==> config.mk <==
export PLATFORM = sky130hd
export DESIGN_NAME = axis_beam_weighter_flat
export DESIGN_NICKNAME = d
export VERILOG_FILES = /design/src/rtl/axis_bf_pkg.sv /design/src/rtl/axis_bf_if.sv /design/src/rtl/axis_bf_lane_mult.sv /design/src/rtl/axis_beam_weighter.sv /design/src/flat_wrapper.sv
export SDC_FILE = /design/constraint.sdc
export NUM_CORES = 2
export LEC_CHECK = 0
export ABC_CLOCK_PERIOD_IN_PS = 5300
export BUFFER_PORTS_ARGS = -buffer_cell sky130_fd_sc_hd__buf_2
export CAP_MARGIN = 20
export CORE_ASPECT_RATIO = 1.4
export CORE_MARGIN = 2
export CORE_UTILIZATION = 60
export DETAILED_ROUTE_END_ITERATION = 6
export HOLD_SLACK_MARGIN = 0.02
export PLACE_DENSITY_LB_ADDON = 0.25
export SYNTH_ARGS = -nofsm -noshare
export SYNTH_HDL_FRONTEND = slang
export SYNTH_HIERARCHICAL = 1
export SYNTH_SLANG_ARGS = --single-unit
==> constraint.sdc <==
create_clock -name CLK -period 5.3 [get_ports CLK]
set_input_delay 0.53 -clock CLK [delete_from_list [all_inputs] [get_ports CLK]]
set_output_delay 0.53 -clock CLK [all_outputs]
set_load 0.1 [all_outputs]
==> src/rtl/axis_bf_pkg.sv <==
`default_nettype none
// +----------------------------------------------------------------------------+
// | axis_bf_pkg                                                                |
// | Shared types, width helpers and round/saturate for axis_beam_weighter.     |
// | Optional feature macro: AXIS_BF_SAT_EN (rounded, saturated output lanes).  |
// | Revision: 1.0                                                              |
// +----------------------------------------------------------------------------+
package axis_bf_pkg;

   typedef logic [0:0] state_t;
   localparam state_t S_IDLE = 1'b0;
   localparam state_t S_PKT  = 1'b1;

`ifdef AXIS_BF_SAT_EN
   localparam bit SAT_EN = 1'b1;
`else
   localparam bit SAT_EN = 1'b0;
`endif

   function automatic int msample_w(input int sample_w, input int weight_w, input int out_w);
      return SAT_EN ? out_w : sample_w + weight_w;
   endfunction

   function automatic int mdata_w(input int num_samples, input int sample_out_w);
      return num_samples * sample_out_w;
   endfunction

   // Round half up by adding half an LSB of the shifted result, then clamp.
   function automatic logic signed [31:0] round_sat(input logic signed [31:0] p,
                                                    input int shift,
                                                    input int out_w);
      logic signed [31:0] r;
      logic signed [31:0] hi;
      logic signed [31:0] lo;
      r  = (p + ((32'sd1 <<< shift) >>> 1)) >>> shift;
      hi = (32'sd1 <<< (out_w - 1)) - 32'sd1;
      lo = -(32'sd1 <<< (out_w - 1));
      if (r > hi) begin
         r = hi;
      end else if (r < lo) begin
         r = lo;
      end
      return r;
   endfunction

endpackage
`default_nettype wire

==> src/rtl/axis_bf_if.sv <==
`default_nettype none
// +----------------------------------------------------------------------------+
// | axis_bf_if                                                                 |
// | Stream, weight-load and status signals of axis_beam_weighter.              |
// | Optional feature macro: AXIS_BF_SAT_EN (changes output lane width).        |
// | Revision: 1.0                                                              |
// +----------------------------------------------------------------------------+
interface axis_bf_if
   import axis_bf_pkg::*;
#(
   parameter int NUM_SAMPLES = 16,
   parameter int SAMPLE_W    = 8,
   parameter int WEIGHT_W    = 8,
   parameter int OUT_W       = 16,
   parameter int CNT_W       = 16
);
   localparam int MSAMPLE_W = msample_w(SAMPLE_W, WEIGHT_W, OUT_W);
   localparam int MDATA_W   = mdata_w(NUM_SAMPLES, MSAMPLE_W);
   localparam int LANE_W    = (NUM_SAMPLES > 1) ? $clog2(NUM_SAMPLES) : 1;

   logic                            s_axis_tvalid;
   logic                            s_axis_tready;
   logic [NUM_SAMPLES*SAMPLE_W-1:0] s_axis_tdata;
   logic                            s_axis_tlast;
   logic                            w_wr_en;
   logic [LANE_W-1:0]               w_wr_lane;
   logic [WEIGHT_W-1:0]             w_wr_data;
   logic                            w_commit;
   logic                            w_pending;
   logic                            m_axis_tvalid;
   logic                            m_axis_tready;
   logic [MDATA_W-1:0]              m_axis_tdata;
   logic [MDATA_W/8-1:0]            m_axis_tkeep;
   logic                            m_axis_tlast;
   logic [CNT_W-1:0]                pkt_cnt;

   modport slave (
      input  s_axis_tvalid, s_axis_tdata, s_axis_tlast,
      input  w_wr_en, w_wr_lane, w_wr_data, w_commit,
      input  m_axis_tready,
      output s_axis_tready, w_pending,
      output m_axis_tvalid, m_axis_tdata, m_axis_tkeep, m_axis_tlast, pkt_cnt
   );

   modport master (
      output s_axis_tvalid, s_axis_tdata, s_axis_tlast,
      output w_wr_en, w_wr_lane, w_wr_data, w_commit,
      output m_axis_tready,
      input  s_axis_tready, w_pending,
      input  m_axis_tvalid, m_axis_tdata, m_axis_tkeep, m_axis_tlast, pkt_cnt
   );

endinterface
`default_nettype wire

==> src/rtl/axis_bf_lane_mult.sv <==
`default_nettype none
// +----------------------------------------------------------------------------+
// | axis_bf_lane_mult                                                          |
// | One signed sample x weight lane with its output register (stage 2).        |
// | Optional feature macro: AXIS_BF_SAT_EN (round and saturate the product).   |
// | Revision: 1.0                                                              |
// +----------------------------------------------------------------------------+
module axis_bf_lane_mult
   import axis_bf_pkg::*;
#(
   parameter int SAMPLE_W  = 8,
   parameter int WEIGHT_W  = 8,
   parameter int MSAMPLE_W = SAMPLE_W + WEIGHT_W
`ifdef AXIS_BF_SAT_EN
   ,
   parameter int SHIFT     = 7
`endif
) (
   input  logic                       CLK,
   input  logic                       reset,
   input  logic                       en,
   input  logic                       in_valid,
   input  logic signed [SAMPLE_W-1:0] sample,
   input  logic signed [WEIGHT_W-1:0] weight,
   output logic [MSAMPLE_W-1:0]       out_data
);
   localparam int P_W = SAMPLE_W + WEIGHT_W;

   logic signed [P_W-1:0]   prod;
   logic [MSAMPLE_W-1:0]    lane_res;
   logic [MSAMPLE_W-1:0]    data_d;
   logic [MSAMPLE_W-1:0]    data_q;

   assign prod = sample * weight;

`ifdef AXIS_BF_SAT_EN
   logic signed [31:0] rs;
   assign rs       = round_sat(32'(prod), SHIFT, MSAMPLE_W);
   assign lane_res = rs[MSAMPLE_W-1:0];
`else
   assign lane_res = prod;
`endif

   // Bubbles load zero so the output bus reads 0 whenever it is not valid.
   always_comb begin
      data_d = data_q;
      if (en) begin
         data_d = in_valid ? lane_res : '0;
      end
   end

   always_ff @(posedge CLK) begin
      if (reset) begin
         data_q <= '0;
      end else begin
         data_q <= data_d;
      end
   end

   assign out_data = data_q;

endmodule
`default_nettype wire

==> src/rtl/axis_beam_weighter.sv <==
`default_nettype none
// +----------------------------------------------------------------------------+
// | axis_beam_weighter                                                         |
// | AXI-stream per-lane weighter, double-buffered weights swapped at packet    |
// | boundaries, 2-stage pipeline. Optional macro: AXIS_BF_SAT_EN.              |
// | Revision: 1.0                                                              |
// +----------------------------------------------------------------------------+
module axis_beam_weighter
   import axis_bf_pkg::*;
#(
   parameter int NUM_SAMPLES = 16,
   parameter int SAMPLE_W    = 8,
   parameter int WEIGHT_W    = 8,
   parameter int OUT_W       = 16,
   parameter int SHIFT       = 7,
   parameter int CNT_W       = 16
) (
   input  logic     CLK,
   input  logic     reset,
   axis_bf_if.slave bus
);
   localparam int MSAMPLE_W = msample_w(SAMPLE_W, WEIGHT_W, OUT_W);
   localparam int MDATA_W   = mdata_w(NUM_SAMPLES, MSAMPLE_W);
   localparam int KEEP_W    = MDATA_W / 8;
   localparam int DATA_W    = NUM_SAMPLES * SAMPLE_W;

   if (SHIFT < 0 || SHIFT > 30) begin : g_bad_shift
      $error("axis_beam_weighter: SHIFT out of range");
   end

   logic                       en;
   logic                       accept;
   logic                       swap;
   state_t                     state_d, state_q;
   logic                       pending_d, pending_q;
   logic signed [WEIGHT_W-1:0] shadow_d [NUM_SAMPLES];
   logic signed [WEIGHT_W-1:0] shadow_q [NUM_SAMPLES];
   logic signed [WEIGHT_W-1:0] active_d [NUM_SAMPLES];
   logic signed [WEIGHT_W-1:0] active_q [NUM_SAMPLES];
   logic                       s1_valid_d, s1_valid_q;
   logic                       s1_last_d, s1_last_q;
   logic [DATA_W-1:0]          s1_data_d, s1_data_q;
   logic signed [WEIGHT_W-1:0] s1_w_d [NUM_SAMPLES];
   logic signed [WEIGHT_W-1:0] s1_w_q [NUM_SAMPLES];
   logic                       m_valid_d, m_valid_q;
   logic                       m_last_d, m_last_q;
   logic [CNT_W-1:0]           pkt_cnt_d, pkt_cnt_q;
   logic [MDATA_W-1:0]         m_data;

   assign en     = ~m_valid_q | bus.m_axis_tready;
   assign accept = bus.s_axis_tvalid & en & ~reset;
   // Swap points: idle with nothing accepted, or the accept of a packet's last beat.
   assign swap   = pending_q & (((state_q == S_IDLE) & ~accept) | (accept & bus.s_axis_tlast));

   always_comb begin
      state_d = state_q;
      if (accept) begin
         state_d = bus.s_axis_tlast ? S_IDLE : S_PKT;
      end
      pending_d = swap ? 1'b0 : (pending_q | bus.w_commit);
      active_d  = swap ? shadow_q : active_q;
      shadow_d  = shadow_q;
      if (bus.w_wr_en) begin
         shadow_d[bus.w_wr_lane] = bus.w_wr_data;
      end
   end

   always_comb begin
      s1_valid_d = s1_valid_q;
      s1_last_d  = s1_last_q;
      s1_data_d  = s1_data_q;
      s1_w_d     = s1_w_q;
      m_valid_d  = m_valid_q;
      m_last_d   = m_last_q;
      if (en) begin
         s1_valid_d = bus.s_axis_tvalid;
         s1_last_d  = bus.s_axis_tlast;
         s1_data_d  = bus.s_axis_tdata;
         s1_w_d     = active_q;
         m_valid_d  = s1_valid_q;
         m_last_d   = s1_valid_q & s1_last_q;
      end
      pkt_cnt_d = pkt_cnt_q + CNT_W'(m_valid_q & bus.m_axis_tready & m_last_q);
   end

   always_ff @(posedge CLK) begin
      if (reset) begin
         state_q    <= S_IDLE;
         pending_q  <= 1'b0;
         shadow_q   <= '{default: '0};
         active_q   <= '{default: '0};
         s1_valid_q <= 1'b0;
         s1_last_q  <= 1'b0;
         s1_data_q  <= '0;
         s1_w_q     <= '{default: '0};
         m_valid_q  <= 1'b0;
         m_last_q   <= 1'b0;
         pkt_cnt_q  <= '0;
      end else begin
         state_q    <= state_d;
         pending_q  <= pending_d;
         shadow_q   <= shadow_d;
         active_q   <= active_d;
         s1_valid_q <= s1_valid_d;
         s1_last_q  <= s1_last_d;
         s1_data_q  <= s1_data_d;
         s1_w_q     <= s1_w_d;
         m_valid_q  <= m_valid_d;
         m_last_q   <= m_last_d;
         pkt_cnt_q  <= pkt_cnt_d;
      end
   end

   for (genvar i = 0; i < NUM_SAMPLES; i++) begin : g_lane
      axis_bf_lane_mult #(
         .SAMPLE_W  (SAMPLE_W),
         .WEIGHT_W  (WEIGHT_W),
         .MSAMPLE_W (MSAMPLE_W)
`ifdef AXIS_BF_SAT_EN
         ,
         .SHIFT     (SHIFT)
`endif
      ) u_lane (
         .CLK      (CLK),
         .reset    (reset),
         .en       (en),
         .in_valid (s1_valid_q),
         .sample   (s1_data_q[i*SAMPLE_W +: SAMPLE_W]),
         .weight   (s1_w_q[i]),
         .out_data (m_data[i*MSAMPLE_W +: MSAMPLE_W])
      );
   end

   assign bus.s_axis_tready = en & ~reset;
   assign bus.w_pending     = pending_q;
   assign bus.m_axis_tvalid = m_valid_q;
   assign bus.m_axis_tdata  = m_data;
   assign bus.m_axis_tkeep  = {KEEP_W{m_valid_q}};
   assign bus.m_axis_tlast  = m_last_q;
   assign bus.pkt_cnt       = pkt_cnt_q;

endmodule
`default_nettype wire

==> src/flat_wrapper.sv <==
// flat-port wrapper written by rule: the top's interface ports become plain ports
module axis_beam_weighter_flat import axis_bf_pkg::*;
#(
   parameter int NUM_SAMPLES = 16,
   parameter int SAMPLE_W    = 8,
   parameter int WEIGHT_W    = 8,
   parameter int OUT_W       = 16,
   parameter int SHIFT       = 7,
   parameter int CNT_W       = 16
)
  (CLK, reset, bus_s_axis_tvalid, bus_s_axis_tdata, bus_s_axis_tlast, bus_w_wr_en, bus_w_wr_lane, bus_w_wr_data, bus_w_commit, bus_m_axis_tready, bus_s_axis_tready, bus_w_pending, bus_m_axis_tvalid, bus_m_axis_tdata, bus_m_axis_tkeep, bus_m_axis_tlast, bus_pkt_cnt);
  axis_bf_if #(.NUM_SAMPLES(NUM_SAMPLES), .SAMPLE_W(SAMPLE_W), .WEIGHT_W(WEIGHT_W), .OUT_W(OUT_W), .CNT_W(CNT_W)) bus_i ();
  input  logic CLK;
  input  logic reset;
  input wire logic [$bits(bus_i.s_axis_tvalid)-1:0] bus_s_axis_tvalid;
  input wire logic [$bits(bus_i.s_axis_tdata)-1:0] bus_s_axis_tdata;
  input wire logic [$bits(bus_i.s_axis_tlast)-1:0] bus_s_axis_tlast;
  input wire logic [$bits(bus_i.w_wr_en)-1:0] bus_w_wr_en;
  input wire logic [$bits(bus_i.w_wr_lane)-1:0] bus_w_wr_lane;
  input wire logic [$bits(bus_i.w_wr_data)-1:0] bus_w_wr_data;
  input wire logic [$bits(bus_i.w_commit)-1:0] bus_w_commit;
  input wire logic [$bits(bus_i.m_axis_tready)-1:0] bus_m_axis_tready;
  output wire logic [$bits(bus_i.s_axis_tready)-1:0] bus_s_axis_tready;
  output wire logic [$bits(bus_i.w_pending)-1:0] bus_w_pending;
  output wire logic [$bits(bus_i.m_axis_tvalid)-1:0] bus_m_axis_tvalid;
  output wire logic [$bits(bus_i.m_axis_tdata)-1:0] bus_m_axis_tdata;
  output wire logic [$bits(bus_i.m_axis_tkeep)-1:0] bus_m_axis_tkeep;
  output wire logic [$bits(bus_i.m_axis_tlast)-1:0] bus_m_axis_tlast;
  output wire logic [$bits(bus_i.pkt_cnt)-1:0] bus_pkt_cnt;
  assign bus_i.s_axis_tvalid = bus_s_axis_tvalid;
  assign bus_i.s_axis_tdata = bus_s_axis_tdata;
  assign bus_i.s_axis_tlast = bus_s_axis_tlast;
  assign bus_i.w_wr_en = bus_w_wr_en;
  assign bus_i.w_wr_lane = bus_w_wr_lane;
  assign bus_i.w_wr_data = bus_w_wr_data;
  assign bus_i.w_commit = bus_w_commit;
  assign bus_i.m_axis_tready = bus_m_axis_tready;
  assign bus_s_axis_tready = bus_i.s_axis_tready;
  assign bus_w_pending = bus_i.w_pending;
  assign bus_m_axis_tvalid = bus_i.m_axis_tvalid;
  assign bus_m_axis_tdata = bus_i.m_axis_tdata;
  assign bus_m_axis_tkeep = bus_i.m_axis_tkeep;
  assign bus_m_axis_tlast = bus_i.m_axis_tlast;
  assign bus_pkt_cnt = bus_i.pkt_cnt;
  axis_beam_weighter #(.NUM_SAMPLES(NUM_SAMPLES), .SAMPLE_W(SAMPLE_W), .WEIGHT_W(WEIGHT_W), .OUT_W(OUT_W), .SHIFT(SHIFT), .CNT_W(CNT_W)) u_core (.CLK(CLK), .reset(reset), .bus(bus_i));
endmodule
==> metrics.md <==
| Metric | Value |
|---|---|
| PwrDens | `172 nW/µm²` |
| PnR worst setup slack | `0.799 ns` |
| Fillers | `9667` |
| Total gr overflow | `0` |
| Critical Path Source Type | `register` |
| Vias | `51937` |
| Final WL | `159 mm` |
| Max-cap violations | `0` |
| Clk_skew | `0.0226 ns` |
| Die height | `408 µm` |
| Clk sinks | `790` |
| Placeable Area | `116000 µm²` |
| Asr flop ratio synth | `0` |
| Non-Filler Instances | `9708` |
| Worst slew margin | `0.260` |
| Setup violations, final | `0` |
| Per-cell routed wire length | `16.4 µm` |
| Clock latency on the worst-skew pair | `0.70 ns` |
| Worst-path cell chain | `nand2_1, fa_1, fa_1, inv_1, fa_1, inv_1, fa_1, inv_1, ha_1, o21ai_0, nand2b_2, nor2b_1, a31oi_2, xor2_1, o21ai_1` |
| Post-Syn Area | `69800 µm²` |
| Final RePlAce weighted congestion | `0.879` |
| Slowest CP cell | `fa_1` |
| Netlist cell types | `63` |
| Top sig layer | `met5` |
| Synth area leaders | `fa_1, dfxtp_1, ha_1, inv_1, and2_1` |
| TritonCTS clock tree | `done` |
| CP endpoint kind | `register` |
| Seq cells post-synth | `790` |
| Post-synthesis cell count | `7830` |
| Synth top area share | `0.252` |
| Worst EP arrival | `5.08 ns` |
| Kind of cell adding the most delay to the critical path | `adder cells` |
| Placed Instances | `9557` |
| Number of buffers added on ports | `454` |
| Worst Hold Depth | `3` |
| Status | `finished clean` |
| Cts hold-fix bufs | `0` |
| WL met1 | `65.3 mm` |
| Total track usage | `0.273` |
| Rows | `148` |
| WP data required | `5.87 ns` |
| Reg2Reg Depth | `15` |
| Critical path fanouts, max | `9` |
| Die Area | `119000 µm²` |
| I/O pin count | `455` |
| Critical path buffers and inverters | `3` |
| Final min period | `4.50 ns` |
| Drt pass-1 iters | `6` |
| DR vias/cell | `5.35` |
| Top cell by count, worst path | `fa_1` |
| Post-route DRC violation count | `0` |
| Initial Utilization | `0.602` |
| TritonCTS Buffers | `81` |
| Max VDD drop | `0.000244 V` |
| Metal2 WL | `81.9 mm` |
| Register area share after synthesis | `0.226` |
| Critical path type | `register to register` |
| Clock root cell | `clkbuf_16` |
| Unrepaired setup endpoints after global routing | `false` |
| Synthesized area per cell | `8.92 µm²` |
| Clock Path Buffers | `3` |
| Routed Antenna Nets | `0` |
| DP HPWL | `119 mm` |
| Share of cells above drive strength 1 | `0.0889` |
| Largest net degree at the start of global routing | `162` |
| Period utilization | `0.849` |
| Setup_tns | `0 ns` |
| Reg clk slew, reported paths | `0.07 ns` |
| Global-route wire length before repair | `267 mm` |
| Synth warnings | `6` |
| Hold Fails Final Rpt | `0` |
| Initial DRC Count | `2318` |
| Wire length on met3 | `6.65 mm` |
| Worst-margin pin slew | `1.11 ns` |
| Pre-CTS setup slack | `0.858 ns` |
| Initial antenna violation count | `14` |
| Synth Net Count | `9324` |
| Die W | `292 µm` |
| Top_reg_cell synth | `dfxtp_1` |
| PostCTS Resize Cnt | `0` |
| Fmax | `0.222 GHz` |
| H-tree Lvls | `3` |
| Area growth syn-to-layout | `8.59%` |
| Max Slew Vio Count | `0` |
| Largest stage delay on the critical path | `0.66 ns` |
| Static leakage | `35.8 nW` |
| Vias in the first global route | `54574` |
| Number of synthesized flops with an enable pin | `0` |
| Type of the worst min-delay path | `input pin to register` |
| # nets final | `9634` |
| Largest area contributor in the netlist | `fa_1` |
| Post-CTS setup buffers | `0` |
| Levels on crit path | `15` |
-- worst paths after layout --
path                                                            from                              endpoint  slack, ns
worst min register to register  u_core/g_lane[2].u_lane/out_data[13]  u_core/g_lane[2].u_lane/out_data[13]       0.45
worst min-delay path                            bus_s_axis_tdata[50]                  u_core/s1_data_q[50]       0.07
worst max-delay path                               u_core/s1_w_q[90]  u_core/g_lane[4].u_lane/out_data[13]       0.80
worst max register to register                     u_core/s1_w_q[90]  u_core/g_lane[4].u_lane/out_data[13]       0.80
-- power by group --
part           switching, mW  internal (mW)  leakage [nW]
registers              0.179           6.02          6.40
clock network           2.66           3.34          1.32
logic                  0.586          0.240          28.1
-- placed cells by master, fill, tap and decap left out, drive strengths merged, types with 12 or more instances in the layout --
cell type and n:
nand2 999, clkbuf 104, o21ai 115, nand2b 315
nor2 283, a22o 36, nor3b 47, nor2b 115
mux2 16, a211o 16, mux2i 282, nor4 25
buf 478, a31oi 16, dfxtp 790, nand4b 27
xor2 74, o21bai 33, inv 1338, a21o 48
or2 12, ha 467, nand4 21, clkinv 35
fa 880, nand3 134, o21a 21, a21oi 519
nor3 16, a211oi 22, xnor2 145, and2 682
-- metal layers --
| metal | track usage | up-vias |
|---|---|---|
| met5 | 0 | - |
| met1 | 0.329 | 25603 |
| met3 | 0.0352 | 308 |
| li1 | - | 24996 |
| met2 | 0.494 | 1014 |
| met4 | 0.102 | 16 |
-- kinds of logic after synthesis --
kind of cell / count (synthesis) / synth area share
flip-flops: 790 / 0.226
buffers and inverters: 1595 / 0.0895
XOR/XNOR: 219 / 0.0284
AND/OR/NAND/NOR: 2691 / 0.196
adder cells (fa/ha/maj): 1347 / 0.336
AO/OA/AOI/OAI: 890 / 0.0807
multiplexers: 298 / 0.0430
-- synth_stat cells (7+ instances only) --
library cell	number
nand2b_2	9
a22oi_1	9
inv_1	1327
a21oi_2	14
ha_1	467
a31oi_1	7
nand4b_1	27
a211o_1	11
clkbuf_1	143
clkinv_1	16
o21a_1	21
nor2_2	9
mux2_2	16
a2111oi_4	10
nand2b_1	306
mux2i_1	282
nor3b_2	10
nand3_1	134
nand2_1	997
fa_1	880
o21ai_1	59
and2_1	682
nor4_1	25
buf_4	57
o2111ai_1	11
buf_2	42
buf_1	9
nor3_1	16
xor2_1	74
xnor2_1	136
or2_1	11
nand4_1	21
dfxtp_1	790
o21ai_0	56
a21oi_1	505
a21o_1	48
a211oi_2	16
a221oi_1	11
a22o_1	36
a31oi_2	9
o21bai_1	33
xnor2_2	9
nor3b_1	37
nor2b_1	114
nor2_1	274
-- stage by stage --
stage	area [µm²]	power, mW	hold slack [ns]	utilization
after floorplan	69800	6.85	0.431	-
after detailed placement	73100	7.15	0.437	0.631
final	75800	13.0	0.0717	0.654
after global placement	73100	7.14	0.437	0.631
after global routing	75800	13.5	0.0597	0.654
after CTS	75800	13.2	0.0217	0.654
-- area by class of cell --
class	count	area [µm²]	share of cell area
clock buffers	104	2170	0.0287
well taps	1500	1880	0.0247
repair buffers	478	2570	0.0340
multi-input cells	5445	47800	0.630
diodes	6	15.0	0.000198
inverters	1344	5050	0.0666
clock inverters	41	538	0.00709
flip-flops and latches	790	15800	0.209
-- state kept, by name, summed over array words and instances (netlist names) --
signal                         cells
u_core/active_q                  128
u_core/bus.m_axis_tlast            1
u_core/bus.m_axis_tvalid           1
u_core/bus.pkt_cnt                16
u_core/bus.w_pending               1
u_core/g_lane.u_lane/out_data    256
u_core/s1_data_q                 128
u_core/s1_last_q                   1
u_core/s1_valid_q                  1
u_core/s1_w_q                    128
u_core/shadow_q                  128
u_core/state_q                     1
-- worst register-to-register path, cell delays in order, from the launching register on --
cell and delay, ns:
dfxtp_1 0.58, nand2_1 0.22, fa_1 0.66, fa_1 0.54
inv_1 0.05, fa_1 0.48, inv_1 0.05, fa_1 0.47
inv_1 0.04, ha_1 0.32, o21ai_0 0.24, nand2b_2 0.12
nor2b_1 0.15, a31oi_2 0.23, xor2_1 0.17, o21ai_1 0.07
Power figures use the tool's default switching activity.
